==> src/rtl/sdram_arbiter_pkg.sv <==
// Shared SDRAM bus definitions: widths, refresh period, command encodings
// and the arbiter state type.
package sdram_arbiter_pkg;

  localparam int SDR_ASIZE      = 12;
  localparam int SDR_BSIZE      = 2;
  localparam int SDR_REF_PERIOD = 1560;

  // {CS_N, RAS_N, CAS_N, WE_N}
  localparam logic [3:0] SDR_CMD_NOP       = 4'b0111;
  localparam logic [3:0] SDR_CMD_ACT       = 4'b0011;
  localparam logic [3:0] SDR_CMD_READ      = 4'b0101;
  localparam logic [3:0] SDR_CMD_WRITE     = 4'b0100;
  localparam logic [3:0] SDR_CMD_PRECHARGE = 4'b0010;
  localparam logic [3:0] SDR_CMD_AREF      = 4'b0001;
  localparam logic [3:0] SDR_CMD_LMR       = 4'b0000;

  typedef enum logic [2:0] {
    ST_INIT,
    ST_IDLE,
    ST_REFRESH,
    ST_WRITE,
    ST_READ
  } arb_state_e;

endpackage

==> src/rtl/sdram_ref_timer.sv <==
// Free-running auto-refresh period timer: raises ref_pending on every wrap
// and latches ref_missed when a wrap finds a refresh still outstanding.
module sdram_ref_timer
  import sdram_arbiter_pkg::*;
#(
  parameter int PERIOD = SDR_REF_PERIOD
) (
  input  logic CLK,
  input  logic RST,
  input  logic enable_i,
  input  logic clear_i,
  output logic ref_pending_o,
  output logic ref_missed_o
);

  localparam int CW = $clog2(PERIOD);

  logic [CW-1:0] count_q, count_d;
  logic          pending_q, pending_d;
  logic          missed_q, missed_d;
  logic          wrap;

  assign wrap = enable_i && (count_q == CW'(PERIOD - 1));

  always_ff @(posedge CLK or posedge RST) begin
    if (RST) begin
      count_q   <= '0;
      pending_q <= 1'b0;
      missed_q  <= 1'b0;
    end else begin
      count_q   <= count_d;
      pending_q <= pending_d;
      missed_q  <= missed_d;
    end
  end

  // A wrap wins over a clear so a request arriving as refresh starts is kept.
  always_comb begin
    count_d   = count_q;
    pending_d = pending_q;
    missed_d  = missed_q;
    if (enable_i) begin
      count_d = wrap ? '0 : count_q + 1'b1;
    end
    if (wrap) begin
      pending_d = 1'b1;
      missed_d  = missed_q | pending_q;
    end else if (clear_i) begin
      pending_d = 1'b0;
    end
  end

  assign ref_pending_o = pending_q;
  assign ref_missed_o  = missed_q;

endmodule

==> src/rtl/sdram_arbiter.sv <==
// SDRAM command bus sequencer: forwards SDRAM_init until init_done, then
// arbitrates refresh / write / read engines onto registered SDRAM pins.
module sdram_arbiter
  import sdram_arbiter_pkg::*;
#(
  parameter int         ASIZE      = SDR_ASIZE,
  parameter int         BSIZE      = SDR_BSIZE,
  parameter int         REF_PERIOD = SDR_REF_PERIOD,
  parameter logic [3:0] CMD_NOP    = SDR_CMD_NOP
) (
  input  logic             CLK,
  input  logic             RST,
  input  logic             init_done,
  input  logic [3:0]       init_command,
  input  logic [ASIZE-1:0] init_saddr,
  input  logic [3:0]       ref_command,
  input  logic [ASIZE-1:0] ref_saddr,
  output logic             ref_grant,
  input  logic             ref_done,
  input  logic             wr_req,
  input  logic [3:0]       wr_command,
  input  logic [ASIZE-1:0] wr_saddr,
  input  logic [BSIZE-1:0] wr_ba,
  output logic             wr_grant,
  input  logic             wr_done,
  input  logic             rd_req,
  input  logic [3:0]       rd_command,
  input  logic [ASIZE-1:0] rd_saddr,
  input  logic [BSIZE-1:0] rd_ba,
  output logic             rd_grant,
  input  logic             rd_done,
  output logic             ref_missed,
  output logic [3:0]       command,
  output logic [ASIZE-1:0] saddr,
  output logic [BSIZE-1:0] ba
);

  arb_state_e       state_q, state_d;
  logic             lastWasWrite_q, lastWasWrite_d;
  logic [3:0]       command_q, command_d;
  logic [ASIZE-1:0] saddr_q, saddr_d;
  logic [BSIZE-1:0] ba_q, ba_d;
  logic             refPending;
  logic             refEnter;
  logic             timerEnable;

  // Keeps counting once out of INIT even if init_done is later dropped.
  assign timerEnable = init_done || (state_q != ST_INIT);
  assign refEnter    = (state_q == ST_IDLE) && refPending;

  sdram_ref_timer #(
    .PERIOD(REF_PERIOD)
  ) u_ref_timer (
    .CLK          (CLK),
    .RST          (RST),
    .enable_i     (timerEnable),
    .clear_i      (refEnter),
    .ref_pending_o(refPending),
    .ref_missed_o (ref_missed)
  );

  always_ff @(posedge CLK or posedge RST) begin
    if (RST) begin
      state_q        <= ST_INIT;
      lastWasWrite_q <= 1'b0;
      command_q      <= CMD_NOP;
      saddr_q        <= '0;
      ba_q           <= '0;
    end else begin
      state_q        <= state_d;
      lastWasWrite_q <= lastWasWrite_d;
      command_q      <= command_d;
      saddr_q        <= saddr_d;
      ba_q           <= ba_d;
    end
  end

  // Refresh beats both engines; between engines the one served last yields.
  always_comb begin
    state_d        = state_q;
    lastWasWrite_d = lastWasWrite_q;
    unique case (state_q)
      ST_INIT: begin
        if (init_done) state_d = ST_IDLE;
      end
      ST_IDLE: begin
        if (refPending) begin
          state_d = ST_REFRESH;
        end else if (wr_req && (!rd_req || !lastWasWrite_q)) begin
          state_d        = ST_WRITE;
          lastWasWrite_d = 1'b1;
        end else if (rd_req) begin
          state_d        = ST_READ;
          lastWasWrite_d = 1'b0;
        end
      end
      ST_REFRESH: begin
        if (ref_done) state_d = ST_IDLE;
      end
      ST_WRITE: begin
        if (wr_done) state_d = ST_IDLE;
      end
      ST_READ: begin
        if (rd_done) state_d = ST_IDLE;
      end
      default: state_d = ST_INIT;
    endcase
  end

  always_comb begin
    command_d = CMD_NOP;
    saddr_d   = saddr_q;
    ba_d      = ba_q;
    unique case (state_q)
      ST_INIT: begin
        command_d = init_command;
        saddr_d   = init_saddr;
        ba_d      = '0;
      end
      ST_REFRESH: begin
        command_d = ref_command;
        saddr_d   = ref_saddr;
        ba_d      = '0;
      end
      ST_WRITE: begin
        command_d = wr_command;
        saddr_d   = wr_saddr;
        ba_d      = wr_ba;
      end
      ST_READ: begin
        command_d = rd_command;
        saddr_d   = rd_saddr;
        ba_d      = rd_ba;
      end
      default: begin
        command_d = CMD_NOP;
      end
    endcase
  end

  assign ref_grant = (state_q == ST_REFRESH);
  assign wr_grant  = (state_q == ST_WRITE);
  assign rd_grant  = (state_q == ST_READ);
  assign command   = command_q;
  assign saddr     = saddr_q;
  assign ba        = ba_q;

endmodule

==> config.mk <==
export PLATFORM = sky130hd
export DESIGN_NAME = sdram_arbiter
export DESIGN_NICKNAME = d
export VERILOG_FILES = /design/src/rtl/sdram_arbiter_pkg.sv /design/src/rtl/sdram_ref_timer.sv /design/src/rtl/sdram_arbiter.sv
export SDC_FILE = /design/constraint.sdc
export NUM_CORES = 1
export LEC_CHECK = 0
export ABC_AREA = 1
export CAP_MARGIN = 20
export CORE_MARGIN = 1
export CORE_UTILIZATION = 45
export DETAILED_ROUTE_END_ITERATION = 10
export GPL_ROUTABILITY_DRIVEN = 0
export GPL_TIMING_DRIVEN = 1
export PLACE_DENSITY = 0.86
export SETUP_SLACK_MARGIN = 0.5
export SLEW_MARGIN = 20
export SYNTH_ARGS = -nofsm -noshare
export SYNTH_HDL_FRONTEND = slang
export SYNTH_HIERARCHICAL = 1
export SYNTH_SLANG_ARGS = --single-unit
export TNS_END_PERCENT = 50
==> constraint.sdc <==
create_clock -name CLK -period 2.6 [get_ports CLK]
set_clock_uncertainty 0.2 [all_clocks]
set_input_delay 0.52 -clock CLK [delete_from_list [all_inputs] [get_ports CLK]]
set_output_delay 0.52 -clock CLK [all_outputs]
set_load 0.02 [all_outputs]
==> flow_summary.yaml, run 1 <==
outcome:
  status: "finished, final reports clean"
yosys:
  synth_common_cells: "nand2_1, dfrtp_1, inv_1, nand3_1, nor2_1"
  async_flop_share_pct: 100.0
  syn_nets: 386
  synthTopCellsByArea: "dfrtp_1, nand2_1, nand3_1"
  netlist_area_sq_um: 2183
  yosysWarnings: 6
  synth_most_common_cell: "nand2_1"
  synth_edf_count: 0
  synth_cell_type_count: 30
  synth_top_area_share_pct: 36.68
  synthFlopType: "dfrtp_1"
  synth_top_cell_by_area: "dfrtp_1"
  synth-seq-cells: 35
  ys_seq_area_share_pct: 40.29
  synthCells: 309
  syn_area_per_cell_sq_um: 7.066
power:
  p_int_mw: 1.921
  clkPwrFrac_pct: 17.1
  seqPwrFrac_pct: 28.4
  leakage_nw: 1.577
  power_frac_comb_pct: 54.5
  peakVddDrop_uv: 663.6
  switching_share_pct: 44.38
  power_density_nw_per_um2: 1039
  p_sw_mw: 1.533
timing:
  min_period_ns: 2.094
  period_share_pct: 80.53
  tightest_slew_ns: 0.4894
  finalSetupViolCount: 0
  clock.fmax_mhz: 477.6
  slew_headroom_pct: 67.33
  rsz0062_at_grt: "true"
  finalSetupTns_ns: 0
  finalHoldViolCount: 0
  drv_slew: 0
die:
  initial_core_util_pct: 48.47
  die-area_sq_um: 5134
  fp.dieH_um: 71.66
  die_x_um: 71.66
  core_area_sq_um: 4504
  rows: 24
  io_pins: 98
worst_setup_path:
  timing.rr.start: "state_q[0]$_DFFE_PP0P_"
  cp_slowest_cell: "dfrtp_1"
  ff2ff_setup_slack_ns: 0.76
  cp_max_fo: 13
  crit_type: "reg2out"
  arrival_ns: 1.37
  r2r_end: "u_ref_timer/count_q[6]$_DFFE_PP0P_"
  critPathCapture: "wr_grant"
  critical-path-max-stage-delay_ns: 0.40
  cp-end-kind: "primary output"
  path_cells: "buf_4 > nor2_2 > clkdlybuf4s15_1"
  critPathLaunchType: "flip-flop"
  worstRegToRegCells: 8
  cp-startpoint: "state_q[2]$_DFFE_PP0P_"
  required_ns: 1.88
clock_tree:
  clk_path_buf_depth: 2
  postCtsSetupRepairBufs: 0
  root_buffer: "clkbuf_8"
  cts_tree: "built"
  htree_num_levels: 2
  cts_made_buffers: 5
  clk_pin_slew_ns: 0.08
  cts_hold_buf: 0
  clock_sinks: 35
  insertion_delay_ns: 0.29
detailed_routing:
  vias: 2438
  vias_per_cell: 5.277
  ant_nets: 0
  wl_mm: 6.967
  drt_iter0_drc: 174
  wire_per_inst_um: 15.08
  m1WireLength_mm: 2.846
  drt-pass1-iter-count: 4
  drcViolationCount: 0
  routed.top_layer: "met4"
  dr_wl_met3_um: 675
  wl_met2_mm: 3.332
grt:
  grt_pass1_wl_mm: 11.34
  first_global_vias: 2444
  overflow: 0
  grt_max_degree: 25
  grt_usage_pct: 28.61
  antenna_found_initial: 0
cells_and_area:
  drive_above_1_share_pct: 10.49
  nets: 486
  design_area_sq_um: 3323
  area_growth_pct: 52.21
  diodes: 0
  fin_util_pct: 73.78
worst_hold_path:
  hold_path_class: "reg2reg"
placed_design:
  placed_cell_area_sq_um: 3182
  dp_hpwl_mm: 5.171
  port_buffers: 97
run:
  max_cap_violations: 0
-- layout make-up --
cell class	instances	area, sq um
clock inverters	3	67.56
fillers	363	1181
flip-flops and latches	35	882.1
inverters	32	121.4
well taps	52	65.06
multi-input cells	232	1110
clock buffers	5	68.82
repair buffers	103	1008
-- cells in the final DEF (no fill, tap or decap), types with 3 or more instances in the layout --
| cell type | synthesis | layout |
|---|---|---|
| clkbuf_8 | 0 | 5 |
| dfrtp_1 | 32 | 30 |
| inv_1 | 29 | 29 |
| o21ai_1 | 8 | 8 |
| a21oi_1 | 3 | 3 |
| nand2_2 | 7 | 7 |
| nand2_1 | 111 | 111 |
| dlygate4sd2_1 | 0 | 3 |
| clkdlybuf4s50_1 | 0 | 91 |
| o21ai_0 | 18 | 18 |
| nand3_2 | 1 | 3 |
| nand4_1 | 11 | 11 |
| dfstp_2 | 3 | 3 |
| nor2_1 | 26 | 26 |
| nand3_1 | 29 | 27 |
| buf_4 | 3 | 6 |
-- logic make-up (layout without fill, tap and decap cells) --
logic type	count (synthesis)	count (layout)	share of synthesized area, %
xor gates and xnor gates	4	4	1.605
AOI/OAI and AO/OA	32	32	7.851
DFF	35	35	40.29
adders and majority gates	1	1	0.5730
buffers and inverters	42	143	9.340
and+or+nand+nor	195	195	40.34
-- timing repair --
action,in CTS,in global routing
endpoints found under the setup margin,13,12
gates resized for setup,12,3
hold endpoints to repair,0,0
-- sequential cells by signal, indices dropped and copies added, names as in the netlist --
name / cells
ba: 2
command: 4
lastWasWrite_q: 1
saddr: 12
state_q: 3
u_ref_timer/count_q: 11
u_ref_timer/ref_missed_o: 1
u_ref_timer/ref_pending_o: 1
-- per-layer routing --
layer	up-vias	track usage, %
li1	1179	-
met1	1129	35.33
met2	116	50.21
met4	0	7.407
met5	-	0
met3	14	6.892
-- how the worst min path moves through the flow --
stage	startpoint	to	slack, ns	depth (start not counted)
floorplan	RST	u_ref_timer/count_q[0]$_DFFE_PP0P_	0.20	1
detailed placement	saddr[4]$_DFFE_PP0N_	saddr[4]$_DFFE_PP0N_	0.27	2
global placement	u_ref_timer/ref_missed_o$_DFFE_PP0P_	u_ref_timer/ref_missed_o$_DFFE_PP0P_	0.26	1
global route	u_ref_timer/ref_missed_o$_DFFE_PP0P_	u_ref_timer/ref_missed_o$_DFFE_PP0P_	0.31	1
CTS	saddr[4]$_DFFE_PP0N_	saddr[4]$_DFFE_PP0N_	0.29	2
finish	saddr[6]$_DFFE_PP0N_	saddr[6]$_DFFE_PP0N_	0.28	2
-- power by group through the flow --
stage | clock, mW | sequential [mW] | combinational [mW]
2_1_floorplan | 0 | 1.13 | 1.10
6_report | 0.589 | 0.981 | 1.88
4_1_cts | 0.601 | 0.977 | 1.88
3_3_place_gp | 0 | 0.975 | 1.83
3_5_place_dp | 0 | 0.983 | 1.89
5_1_grt | 0.622 | 1.01 | 2.08
-- worst max-delay path: cells and delay by family, from the launching register on --
kind                   cells  cell delay (ns)
buffers and inverters      2             0.52
flip-flops                 1             0.40
AND/OR/NAND/NOR            1             0.16
-- metrics by stage --
stage	instances	hold slack, ns	setup WS, ns	total power [mW]
6_report	462	0.2817	0.5062	3.454
4_1_cts	462	0.2866	0.4661	3.455
3_5_place_dp	454	0.2686	0.4132	2.869
2_1_floorplan	309	0.1970	0.8506	2.231
3_3_place_gp	454	0.2609	0.4699	2.805
5_1_grt	462	0.3143	0.4458	3.717
Power figures use the tool's default switching activity.
==> inputs of run 2 (changes only) <==
- CORE_UTILIZATION: 45 -> 38
- PLACE_DENSITY: 0.86 -> 0.77
- clock period: 2.6 -> 1.8 ns (I/O delays scaled with it)
==> run 2 against run 1 <==
  * Sequential share of layout area down 3.9 points
  * Utilization decreased by 3.0 points
  * Worst setup slack worse by 0.45 ns
  * Count of clock-buffer cells in the layout unchanged
  * Design area grew 17%
  * Clock power up 22%
  * Wire length rose by 11%
  * Worst hold slack worse by 0.085 ns
  * Sequential power is 49% higher
  * Non-clock buffer count rose by 32
  * Power increased by 79%
  * Global-route usage down 3.1 points
  * Highest routed layer unchanged
==> flow_summary.yaml, run 2 (synthesized netlist as in run 1, its figures left out) <==
power:
  p_sw_mw: 2.711
  leakage_nw: 1.849
  p_int_mw: 3.461
  seqPwrFrac_pct: 23.7
  peakVddDrop_uv: 709.8
  power_density_nw_per_um2: 1584
  power_frac_comb_pct: 64.6
  clkPwrFrac_pct: 11.7
  switching_share_pct: 43.93
timing:
  drv_slew: 0
  finalWorstSetupSlack_ns: 0.05604
  min_period_ns: 1.744
  finalHoldViolCount: 0
  clock.fmax_mhz: 573.4
  tightest_slew_ns: 0.4846
  period_share_pct: 96.89
  finalSetupTns_ns: 0
  finalSetupViolCount: 0
  rsz0062_at_grt: "true"
  slew_headroom_pct: 67.66
worst_setup_path:
  worstRegToRegCells: 9
  cp-end-kind: "primary output"
  r2r_end: "u_ref_timer/count_q[6]$_DFFE_PP0P_"
  required_ns: 1.24
  cp-startpoint: "state_q[1]$_DFFE_PP0P_"
  critical-path-max-stage-delay_ns: 0.45
  cp_max_fo: 5
  cp_num_buf_inv: 2
  crit_type: "reg2out"
  cp.depth: 4
  critPathLaunchType: "flip-flop"
  critPathCapture: "ref_grant"
  path_cells: "buf_4 > nand2_4 > nor2_8 > buf_6"
  timing.rr.start: "state_q[0]$_DFFE_PP0P_"
  ff2ff_setup_slack_ns: 0.08
  cp_slowest_cell: "dfrtp_2"
  arrival_ns: 1.18
  crit_family: "flip-flops"
grt:
  grt_max_degree: 23
  grt_pass1_wl_mm: 12.14
  first_global_vias: 2633
  overflow: 0
  grt_usage_pct: 25.50
  antenna_found_initial: 0
placed_design:
  place_ws_ns: -0.09117
  dp_hpwl_mm: 4.970
  port_buffers: 97
die:
  core_area_sq_um: 5507
  die-area_sq_um: 6053
  die_x_um: 77.80
  rows: 27
  initial_core_util_pct: 39.65
  fp.dieH_um: 77.80
  io_pins: 98
detailed_routing:
  vias_per_cell: 5.111
  drt_iter0_drc: 138
  drt-pass1-iter-count: 4
  vias: 2632
  wl_mm: 7.709
  wire_per_inst_um: 14.97
  ant_nets: 0
  drcViolationCount: 0
outcome:
  status: "finished, final reports clean"
clock_tree:
  htree_num_levels: 2
  cts_tree: "built"
  clk_pin_slew_ns: 0.08
  insertion_delay_ns: 0.30
  clock_sinks: 35
  cts_hold_buf: 0
  clk_path_buf_depth: 2
  cts_made_buffers: 5
  root_buffer: "clkbuf_8"
cells_and_area:
  largest_register_ffs: 12
  diodes: 0
  fillerInstances: 425
  fin_util_pct: 70.76
  area_growth_pct: 78.45
  nets: 519
  drive_above_1_share_pct: 28.44
  layout_commonest_cell: "nand2_1"
  mostFrequentLayoutCells: "nand2_1, clkdlybuf4s50_1, buf_6"
worst_hold_path:
  hold_path_class: "in2async"
run:
  max_cap_violations: 0
==> run 2: layer usage <==
metal | global-route usage, % | wire length, um
met2 | 47.35 | 3894
met1 | 28.09 | 3014
met5 | 0 | 0
met3 | 5.529 | 624
met4 | 9.623 | 176
==> run 2: area by class of cell <==
type / instances / area (sq um) / share of cell area, %
flip-flops and latches: 35 / 883.3 / 22.67
well taps: 72 / 90.09 / 2.312
clock inverters: 3 / 43.79 / 1.124
clock buffers: 5 / 68.82 / 1.766
multi-input cells: 233 / 1291 / 33.14
inverters: 32 / 130.1 / 3.340
repair buffers: 135 / 1389 / 35.65
==> run 2: worst reg2reg max path, cell delays in order (launching register included) <==
cell     delay, ns
dfrtp_2       0.47
nor2_4        0.13
buf_6         0.11
buf_8         0.10
nand3_4       0.14
nand2_4       0.11
nor2_4        0.05
nand2_2       0.08
xor2_1        0.15
inv_1         0.05
==> run 2: timing repair <==
action,CTS,global route
setup buffers,18,1
pin swaps,12,25
gates resized for setup,161,45
gates cloned,2,0
endpoints found under the setup margin,57,57
==> run 2: worst min path at each step <==
stage | depth (start not counted) | to | slack (ns)
CTS | 2 | u_ref_timer/count_q[1]$_DFFE_PP0P_ | 0.21
global route | 2 | u_ref_timer/count_q[0]$_DFFE_PP0P_ | 0.27
floorplan | 1 | u_ref_timer/count_q[0]$_DFFE_PP0P_ | 0.04
finish | 2 | u_ref_timer/count_q[0]$_DFFE_PP0P_ | 0.20
detailed placement | 2 | saddr[6]$_DFFE_PP0N_ | 0.27
global placement | 2 | saddr[6]$_DFFE_PP0N_ | 0.26
==> run 2: power by group through the flow <==
stage                     registers (mW)  clock network [mW]  logic (mW)
after floorplan                     1.64                   0        1.62
after global placement              1.40                   0        2.85
after detailed placement            1.42                   0        2.92
after CTS                           1.43               0.732        3.63
after global routing                1.50               0.766        4.33
final                               1.46               0.720        3.99
==> run 2: stage by stage <==
step,area (sq um),power (mW),instances,hold slack [ns]
after global placement,3321,4.260,486,0.2632
final,3896,6.172,515,0.1969
after global routing,3896,6.601,515,0.2677
after CTS,3749,5.790,514,0.2141
after detailed placement,3321,4.346,486,0.2701
after floorplan,2213,3.256,309,0.03696
==> inputs of run 3 (changes only) <==
- MAX_ROUTING_LAYER: not set -> met4
==> run 3 against run 2 <==
  * Clock power is essentially flat
  * Largest power group unchanged
  * Flip-flop and latch count stayed put
  * Worst setup slack better by 0.00065 ns
  * Cell count stayed put
  * Critical path depth is the same
  * Worst hold slack improved by 0.0016 ns
  * Global-route usage up 0.78 points
==> flow_summary.yaml, run 3 (synthesized netlist as in run 1, its figures left out) <==
outcome:
  status: "finished, final reports clean"
detailed_routing:
  vias_per_cell: 5.101
  drcViolationCount: 0
  wire_per_inst_um: 14.97
  ant_nets: 0
  drt_iter0_drc: 152
  vias: 2627
  drt-pass1-iter-count: 4
  wl_mm: 7.708
clock_tree:
  insertion_delay_ns: 0.30
  htree_num_levels: 2
  clock_sinks: 35
  root_buffer: "clkbuf_8"
  clk_pin_slew_ns: 0.08
  cts_hold_buf: 0
  cts_made_buffers: 5
  cts_tree: "built"
  clk_path_buf_depth: 2
die:
  core_area_sq_um: 5507
  die_x_um: 77.80
  rows: 27
  io_pins: 98
  initial_core_util_pct: 39.65
  die-area_sq_um: 6053
  fp.dieH_um: 77.80
worst_setup_path:
  crit_type: "reg2out"
  cp_max_fo: 5
  required_ns: 1.24
  arrival_ns: 1.18
  ff2ff_setup_slack_ns: 0.08
  cp-end-kind: "primary output"
  critPathLaunchType: "flip-flop"
timing:
  finalHoldViolCount: 0
  rsz0062_at_grt: "true"
  period_share_pct: 96.85
  drv_slew: 0
  holdWs_ns: 0.1985
  finalSetupViolCount: 0
  finalWorstSetupSlack_ns: 0.05669
  tightest_slew_ns: 0.4855
  min_period_ns: 1.743
  slew_headroom_pct: 67.60
  clock.fmax_mhz: 573.6
cells_and_area:
  nets: 519
  drive_above_1_share_pct: 28.44
  layout_commonest_cell: "nand2_1"
  area_growth_pct: 78.45
  design_area_sq_um: 3896
  fin_util_pct: 70.76
  mostFrequentLayoutCells: "nand2_1, clkdlybuf4s50_1, buf_6"
  multi_input_area_sq_um: 1291
  largest_register_ffs: 12
  layout.cells.non_filler: 515
  seq_area_sq_um: 883.3
  fillerInstances: 425
  diodes: 0
grt:
  grt_max_degree: 23
  first_global_vias: 2629
  antenna_found_initial: 0
  grt_usage_pct: 26.27
  overflow: 0
  grt_pass1_wl_mm: 12.15
placed_design:
  dp_cells: 486
  place_ws_ns: -0.09117
  dp_hpwl_mm: 4.970
  port_buffers: 97
  placed_cell_area_sq_um: 3321
power:
  power_density_nw_per_um2: 1583
  peakVddDrop_uv: 708.7
  leakage_nw: 1.849
run:
  max_cap_violations: 0
worst_hold_path:
  hold_path_class: "in2async"
==> run 3: critical path, stage by stage (launching register included) <==
cell     delay [ns]
dfrtp_2        0.45
buf_4          0.17
nand2_4        0.10
nor2_8         0.04
buf_6          0.12
==> run 3: timing repair <==
action / 4_1_cts / 5_1_grt
buffers inserted: 18 / 1
gates resized for setup: 161 / 45
pin swaps: 12 / 25
cloned: 2 / 0
endpoints found under the setup margin: 57 / 57
==> run 3: routing by layer <==
layer | vias to the layer above | share of wire [%] | global-route usage [%]
met5 | - | 0 | -
met4 | 0 | 2.0 | 9.623
met3 | 16 | 6.7 | 5.529
met2 | 108 | 51 | 47.26
met1 | 1250 | 40 | 28.31
li1 | 1253 | - | -
==> run 3: metrics by stage <==
step,setup TNS (ns),power (mW)
after floorplan,0,3.256
after global placement,-0.1250,4.260
after detailed placement,-0.6936,4.346
after CTS,0,5.790
after global routing,0,6.601
final,0,6.168
==> run 3: power breakdown <==
| part | switching (mW) | total [mW] | leakage [nW] | internal (mW) |
|---|---|---|---|---|
| combinational | 2.09 | 3.99 | 1.37 | 1.90 |
| sequential | 0.310 | 1.46 | 0.424 | 1.15 |
| clock | 0.306 | 0.718 | 0.0581 | 0.412 |
==> run 3: layout make-up <==
| class | instances | share of cell area, % |
|---|---|---|
| timing repair buffer | 135 | 35.65 |
| clock inverter | 3 | 1.124 |
| sequential | 35 | 22.67 |
| multi-input combinational | 233 | 33.14 |
| inverter | 32 | 3.340 |
| clock buffer | 5 | 1.766 |
| tap | 72 | 2.312 |
==> run 3: worst paths after layout <==
path	startpoint	cells after the start	endpoint
max reg2reg	state_q[0]$_DFFE_PP0P_	9	u_ref_timer/count_q[6]$_DFFE_PP0P_
min in group CLK	lastWasWrite_q$_DFFE_PP0P_	2	lastWasWrite_q$_DFFE_PP0P_
max in group asynchronous	RST	2	u_ref_timer/count_q[2]$_DFFE_PP0P_
max	state_q[1]$_DFFE_PP0P_	4	ref_grant
min	RST	2	u_ref_timer/count_q[0]$_DFFE_PP0P_
min reg2reg	lastWasWrite_q$_DFFE_PP0P_	2	lastWasWrite_q$_DFFE_PP0P_
